File: src/rtl/tlv5618_rx_decoder_if.sv
// -----------------------------------------------------------------------------
// tlv5618_rx_decoder_if
// Bundles the TLV5618 three-wire serial bus together with the decoded register
// view produced by the receiver.
//   cs, dac_clk, series_dac_in : serial bus (driven by the DAC writer)
//   frame_data, frame_valid, frame_err : last frame and its status pulses
//   dac_a, dac_b, dac_buf, spd, pwr    : TLV5618 register model
//   busy                               : frame being shifted
// Modports:
//   master : the serial writer side (drives the bus, observes the decode)
//   slave  : the receiver/decoder side
// -----------------------------------------------------------------------------
interface tlv5618_rx_decoder_if;
    logic        cs;
    logic        dac_clk;
    logic        series_dac_in;
    logic [15:0] frame_data;
    logic        frame_valid;
    logic        frame_err;
    logic [11:0] dac_a;
    logic [11:0] dac_b;
    logic [11:0] dac_buf;
    logic        spd;
    logic        pwr;
    logic        busy;

    modport master (
        output cs, dac_clk, series_dac_in,
        input  frame_data, frame_valid, frame_err,
        input  dac_a, dac_b, dac_buf, spd, pwr, busy
    );

    modport slave (
        input  cs, dac_clk, series_dac_in,
        output frame_data, frame_valid, frame_err,
        output dac_a, dac_b, dac_buf, spd, pwr, busy
    );
endinterface

File: src/rtl/tlv5618_rx_decoder.sv
// -----------------------------------------------------------------------------
// tlv5618_rx_decoder
// Receives 16-bit TLV5618 serial frames (cs / dac_clk / series_dac_in),
// decodes the control bits and keeps a register model of the DAC:
// DAC A, DAC B, the double-buffer latch, speed and power-down bits.
// Ports:
//   sys_clk   : system clock, all logic on the rising edge
//   sys_rst_n : asynchronous active-low reset
//   bus       : tlv5618_rx_decoder_if.slave (serial inputs, decoded outputs)
// Parameter:
//   SYNC_STAGES : synchronizer depth on the three serial inputs (>= 2)
// -----------------------------------------------------------------------------
module tlv5618_rx_decoder #(
    parameter int SYNC_STAGES = 2
) (
    input  logic                   sys_clk,
    input  logic                   sys_rst_n,
    tlv5618_rx_decoder_if.slave    bus
);

    typedef enum logic [1:0] {
        ARM   = 2'd0,
        IDLE  = 2'd1,
        SHIFT = 2'd2
    } state_t;

    localparam int MSB = SYNC_STAGES - 1;

    // Synchronizers, all the same depth so the three paths stay aligned.
    logic [SYNC_STAGES-1:0] cs_sync_q;
    logic [SYNC_STAGES-1:0] clk_sync_q;
    logic [SYNC_STAGES-1:0] din_sync_q;
    // Marks when the synchronizer contents come from the pins rather than
    // from the reset levels; ARM must not trust cs before that.
    logic [SYNC_STAGES-1:0] fill_q;
    logic                   cs_prev_q;
    logic                   clk_prev_q;

    logic cs_s, clk_s, din_s;
    logic cs_fall, cs_rise, clk_fall;

    state_t      state_q;
    logic [15:0] shift_q;
    logic [15:0] shift_d;
    logic [4:0]  cnt_q;
    logic [4:0]  cnt_d;
    logic [15:0] frame_data_q;
    logic        frame_valid_q;
    logic        frame_err_q;
    logic [11:0] dac_a_q;
    logic [11:0] dac_b_q;
    logic [11:0] dac_buf_q;
    logic        spd_q;
    logic        pwr_q;
    logic        busy_q;

    always_ff @(posedge sys_clk or negedge sys_rst_n) begin
        if (!sys_rst_n) begin
            cs_sync_q  <= '1;
            clk_sync_q <= '0;
            din_sync_q <= '0;
            fill_q     <= '0;
            cs_prev_q  <= 1'b1;
            clk_prev_q <= 1'b0;
        end else begin
            cs_sync_q  <= {cs_sync_q[SYNC_STAGES-2:0],  bus.cs};
            clk_sync_q <= {clk_sync_q[SYNC_STAGES-2:0], bus.dac_clk};
            din_sync_q <= {din_sync_q[SYNC_STAGES-2:0], bus.series_dac_in};
            fill_q     <= {fill_q[SYNC_STAGES-2:0], 1'b1};
            cs_prev_q  <= cs_sync_q[MSB];
            clk_prev_q <= clk_sync_q[MSB];
        end
    end

    assign cs_s     = cs_sync_q[MSB];
    assign clk_s    = clk_sync_q[MSB];
    assign din_s    = din_sync_q[MSB];
    assign cs_fall  = cs_prev_q & ~cs_s;
    assign cs_rise  = ~cs_prev_q & cs_s;
    assign clk_fall = clk_prev_q & ~clk_s;

    // Shift-in and saturating bit count; saturating at 17 keeps overlong
    // frames distinguishable from exact 16-bit ones.
    always_comb begin
        shift_d = {shift_q[14:0], din_s};
        cnt_d   = (cnt_q >= 5'd17) ? 5'd17 : cnt_q + 5'd1;
    end

    always_ff @(posedge sys_clk or negedge sys_rst_n) begin
        if (!sys_rst_n) begin
            state_q       <= ARM;
            shift_q       <= '0;
            cnt_q         <= '0;
            frame_data_q  <= '0;
            frame_valid_q <= 1'b0;
            frame_err_q   <= 1'b0;
            dac_a_q       <= '0;
            dac_b_q       <= '0;
            dac_buf_q     <= '0;
            spd_q         <= 1'b0;
            pwr_q         <= 1'b0;
            busy_q        <= 1'b0;
        end else begin
            frame_valid_q <= 1'b0;
            frame_err_q   <= 1'b0;
            case (state_q)
                ARM: begin
                    if (fill_q[MSB] && cs_s) begin
                        state_q <= IDLE;
                    end
                end
                IDLE: begin
                    if (cs_fall) begin
                        shift_q <= '0;
                        cnt_q   <= '0;
                        busy_q  <= 1'b1;
                        state_q <= SHIFT;
                    end
                end
                SHIFT: begin
                    // cs deassertion takes priority over a coincident clock fall.
                    if (cs_rise) begin
                        busy_q  <= 1'b0;
                        state_q <= IDLE;
                        if (cnt_q == 5'd16) begin
                            frame_data_q  <= shift_q;
                            frame_valid_q <= 1'b1;
                            // {R1,R0} selects the register update.
                            case ({shift_q[15], shift_q[12]})
                                2'b00: begin
                                    dac_b_q   <= shift_q[11:0];
                                    dac_buf_q <= shift_q[11:0];
                                end
                                2'b01: begin
                                    dac_buf_q <= shift_q[11:0];
                                end
                                2'b10: begin
                                    dac_a_q <= shift_q[11:0];
                                    dac_b_q <= dac_buf_q;
                                end
                                default: begin
                                end
                            endcase
                            if (!(shift_q[15] && shift_q[12])) begin
                                spd_q <= shift_q[14];
                                pwr_q <= shift_q[13];
                            end
                        end else begin
                            frame_err_q <= 1'b1;
                        end
                    end else if (clk_fall) begin
                        shift_q <= shift_d;
                        cnt_q   <= cnt_d;
                    end
                end
                default: begin
                    state_q <= ARM;
                    busy_q  <= 1'b0;
                end
            endcase
        end
    end

    assign bus.frame_data  = frame_data_q;
    assign bus.frame_valid = frame_valid_q;
    assign bus.frame_err   = frame_err_q;
    assign bus.dac_a       = dac_a_q;
    assign bus.dac_b       = dac_b_q;
    assign bus.dac_buf     = dac_buf_q;
    assign bus.spd         = spd_q;
    assign bus.pwr         = pwr_q;
    assign bus.busy        = busy_q;

endmodule

File: src/flat_wrapper.sv
// flat-port wrapper written by rule: the top's interface ports become plain ports
module tlv5618_rx_decoder_flat 
#(
    parameter int SYNC_STAGES = 2
)
  (sys_clk, sys_rst_n, bus_cs, bus_dac_clk, bus_series_dac_in, bus_frame_data, bus_frame_valid, bus_frame_err, bus_dac_a, bus_dac_b, bus_dac_buf, bus_spd, bus_pwr, bus_busy);
  tlv5618_rx_decoder_if bus_i ();
  input  logic sys_clk;
  input  logic sys_rst_n;
  input wire logic [$bits(bus_i.cs)-1:0] bus_cs;
  input wire logic [$bits(bus_i.dac_clk)-1:0] bus_dac_clk;
  input wire logic [$bits(bus_i.series_dac_in)-1:0] bus_series_dac_in;
  output wire logic [$bits(bus_i.frame_data)-1:0] bus_frame_data;
  output wire logic [$bits(bus_i.frame_valid)-1:0] bus_frame_valid;
  output wire logic [$bits(bus_i.frame_err)-1:0] bus_frame_err;
  output wire logic [$bits(bus_i.dac_a)-1:0] bus_dac_a;
  output wire logic [$bits(bus_i.dac_b)-1:0] bus_dac_b;
  output wire logic [$bits(bus_i.dac_buf)-1:0] bus_dac_buf;
  output wire logic [$bits(bus_i.spd)-1:0] bus_spd;
  output wire logic [$bits(bus_i.pwr)-1:0] bus_pwr;
  output wire logic [$bits(bus_i.busy)-1:0] bus_busy;
  assign bus_i.cs = bus_cs;
  assign bus_i.dac_clk = bus_dac_clk;
  assign bus_i.series_dac_in = bus_series_dac_in;
  assign bus_frame_data = bus_i.frame_data;
  assign bus_frame_valid = bus_i.frame_valid;
  assign bus_frame_err = bus_i.frame_err;
  assign bus_dac_a = bus_i.dac_a;
  assign bus_dac_b = bus_i.dac_b;
  assign bus_dac_buf = bus_i.dac_buf;
  assign bus_spd = bus_i.spd;
  assign bus_pwr = bus_i.pwr;
  assign bus_busy = bus_i.busy;
  tlv5618_rx_decoder #(.SYNC_STAGES(SYNC_STAGES)) u_core (.sys_clk(sys_clk), .sys_rst_n(sys_rst_n), .bus(bus_i));
endmodule
File: config.mk
export PLATFORM = sky130hd
export DESIGN_NAME = tlv5618_rx_decoder_flat
export DESIGN_NICKNAME = d
export VERILOG_FILES = /design/src/rtl/tlv5618_rx_decoder_if.sv /design/src/rtl/tlv5618_rx_decoder.sv /design/src/flat_wrapper.sv
export SDC_FILE = /design/constraint.sdc
export NUM_CORES = 1
export LEC_CHECK = 0
export ABC_AREA = 1
export CORE_MARGIN = 1
export CORE_UTILIZATION = 52
export DETAILED_ROUTE_END_ITERATION = 12
export PLACE_DENSITY_LB_ADDON = 0.25
export SLEW_MARGIN = 20
export SYNTH_ARGS = -nofsm -noshare
export SYNTH_HDL_FRONTEND = slang
export SYNTH_SLANG_ARGS = --single-unit
export TNS_END_PERCENT = 100
File: constraint.sdc
create_clock -name sys_clk -period 2.1 [get_ports sys_clk]
set_clock_uncertainty 0.15 [all_clocks]
set_input_delay 0.42 -clock sys_clk [delete_from_list [all_inputs] [get_ports sys_clk]]
set_output_delay 0.42 -clock sys_clk [all_outputs]
set_load 0.005 [all_outputs]
==> impl_results.md, run 1 <==
* Run status: finished, final reports clean
* Startpoint types: flop
* Commonest non-fill, non-tap cells in the layout: nand2_1 (98), dfrtp_1 (87), clkdlybuf4s50_1 (60)
* Commonest non-fill, non-tap cell in the layout: nand2_1
* Number of max-cap violations at 0
* # diodes at 0
* IO buf count at 61
* Clk_lat worst skew at 0.36 ns
* Setup TNS at 0 ns
* Synth Area in Compound Gates at 0.112
* Syn Std Cell Area at 0.00366 mm²
* Hold buffer count at cts at 1
* CP Max Fanout at 33
* Hold Fails Final Rpt at 0
* Flop-to-flop setup slack at 0.23 ns
* Final Cycle Share at 0.890
* Warnings from Yosys at 0
* Share of layout cells above drive strength 1 at 0.0884
* Critical path class: reg -> reg
* First-pass GRT wire length at 12400 µm
* Synth-to-layout area growth at 24.1%
* Syn avg cell area at 9.82 µm²
* Post-synth top area share at 0.594
* Hold path startpoint: u_core.fill_q[0]
* Final wirelength at 7370 µm
* Pins Over Slew Limit at 0
* Final core utilization at 0.669
* I/O Pins at 62
* CTS Sinks at 90
* # nets final at 444
* Mapped Cells at 373
* Die H at 85.9 µm
* Max VDD drop at 0.000442 V
* Via density at 5.12
* Mux cell area share after synthesis at 0
* Number of global-route vias before repair at 2581
* Yosys reg bits at 90
* Reg2Reg Depth at 7
* CP endpoint kind: flop
* Post-Synth XOR/XNOR Area at 0.00239
* Core Box Area at 0.00679 mm²
* Largest family of logic cells by synthesized area: simple AND/OR/NAND/NOR gates
* Required time worst endpoint at 2.19 ns
* Num CTS Buffers at 9
* Chip width at 85.9 µm
* Pin count of the biggest net entering global routing at 40
* Antenna Nets Post-Route at 0
* Worst EP arrival at 1.96 ns
* Power per cell area at 745 mW/mm²
* Synth Area in Simple Gates at 0.196
* Register area share after synthesis at 0.616
* CTS max path bufs at 2
* RR Endpoint: u_core.bus.frame_data[8]
* CTS resizes at 0
* Crit path launch: u_core.cnt_q[0]
* GRT overflow at 0
* Drt wl/cell at 13.7 µm
* Die area at 0.00738 mm²
* CTS tree: done
* RR Startpoint: u_core.cnt_q[0]
* Synth cell types at 26
* Largest area contributor in the netlist: dfrtp_1
* Fmax at 0.535 GHz
* GRT Overall Usage at 0.221
* Site row count at 30
* Leading post-synthesis cells by cell area: dfrtp_1 (59%), nand2_1 (10%), o21ai_0 (6.6%)
* Vias at 2747
* Postcts setup bufs at 0
* TritonRoute pass-1 iters at 5
* Syn Nets at 381
* Clock transition at the registers of the reported paths at 0.09 ns
* HPWL after detailed placement at 5230 µm
* Initial antenna violation count at 0
* RSZ-0062 raised after global routing: false
* Worst Setup EP: u_core.bus.frame_data[8]
* CTS H-Tree Depth at 3
* DRC errors left at 0
* Starting density of the core at 0.539
* Synth Area in Adders at 0.0102
* Root Buffer: clkbuf_8
* Initial DRC Count at 213
* Final setup viols at 0
* RePlAce Congestion at 0.765
* Lkg Pwr at 2.10 nW
* Hold Path Class: reg -> reg
* Tmin final at 1.87 ns
* Filler cells at 563
## per-layer routing
layer	vias to the layer above	share of wire	track usage	wire, µm
met5	-	0	0	0
met4	0	0.014	0.0667	104
met3	11	0.067	0.0674	494
met2	89	0.44	0.321	3220
met1	1308	0.48	0.321	3560
li1	1339	-	-	-
## critical path, stage by stage (launching register included)
cell and delay [ns]:
dfrtp_1 0.42, inv_1 0.14, ha_1 0.18, nand3_2 0.13, nor2_8 0.29, nand2_4 0.25
nand2_1 0.12, o21ai_0 0.08
## registers in the layout (all words and copies together), names as in the netlist, 2 cells and up
name / cells
u_core.bus.dac_a: 12
u_core.bus.dac_b: 12
u_core.bus.dac_buf: 12
u_core.bus.frame_data: 16
u_core.clk_sync_q: 2
u_core.cnt_q: 5
u_core.cs_sync_q: 2
u_core.din_sync_q: 2
u_core.fill_q: 2
u_core.shift_q: 16
u_core.state_q: 2
## synthesized netlist by cell type (all sizes together)
cell	number
dfrtp	87
clkbuf	4
nand3	39
conb	1
ha	3
nand4	3
nand2	101
o21a	12
buf	14
inv	27
nor2	14
a21oi	1
nor3b	1
dfstp	3
o211ai	1
xor2	1
o21ai	59
o22ai	2
## layout make-up
class                   count  area, µm²  share of cell area
clock buffers              11        141              0.0311
multi-input cells         238       1180               0.259
clock inverters             5       60.1              0.0132
flip-flops and latches     90       2260               0.496
well taps                  96        120              0.0264
repair buffers             70        691               0.152
inverters                  27        101              0.0223
## cell families (layout without fill, tap and decap cells)
kind of cell,count (synthesis),after routing
and+or+nand+nor,158,158
DFF,90,90
AOI/OAI and AO/OA,75,75
buffers and inverters,45,113
adders and majority gates,3,3
other,1,1
xor gates and xnor gates,1,1
## worst min-delay path by stage
| stage | to | depth (start not counted) | slack [ns] |
|---|---|---|---|
| 5_1_grt | u_core.cs_sync_q[1] | 0 | 0.22 |
| 3_3_place_gp | u_core.clk_sync_q[1] | 0 | 0.18 |
| 2_1_floorplan | u_core.bus.busy | 0 | -0.03 |
| 6_report | u_core.fill_q[1] | 0 | 0.20 |
| 4_1_cts | u_core.fill_q[1] | 0 | 0.21 |
| 3_5_place_dp | u_core.din_sync_q[1] | 0 | 0.19 |
## report_power, final
group	internal, W	switching (W)
combinational	0.000120	0.000237
clock	0.000590	0.000608
sequential	0.00178	0.0000475
## through the flow
step / setup slack, ns / power (W) / instance area, µm² / hold slack, ns / cells
global placement: 0.316 / 0.00220 / 4340 / 0.182 / 520
CTS: 0.221 / 0.00341 / 4550 / 0.207 / 537
floorplan: 0.478 / 0.00210 / 3660 / -0.0256 / 373
detailed placement: 0.228 / 0.00222 / 4340 / 0.186 / 520
global route: 0.0623 / 0.00353 / 4550 / 0.223 / 537
finish: 0.230 / 0.00339 / 4550 / 0.204 / 537
Note: power is estimated with default switching activity, not from simulation.
==> inputs of run 2 (changes only) <==
CAP_MARGIN = 40   (was not set)
==> results of run 2 <==
Same layout as run 1: the final DEF is identical, and so are final timing and power.
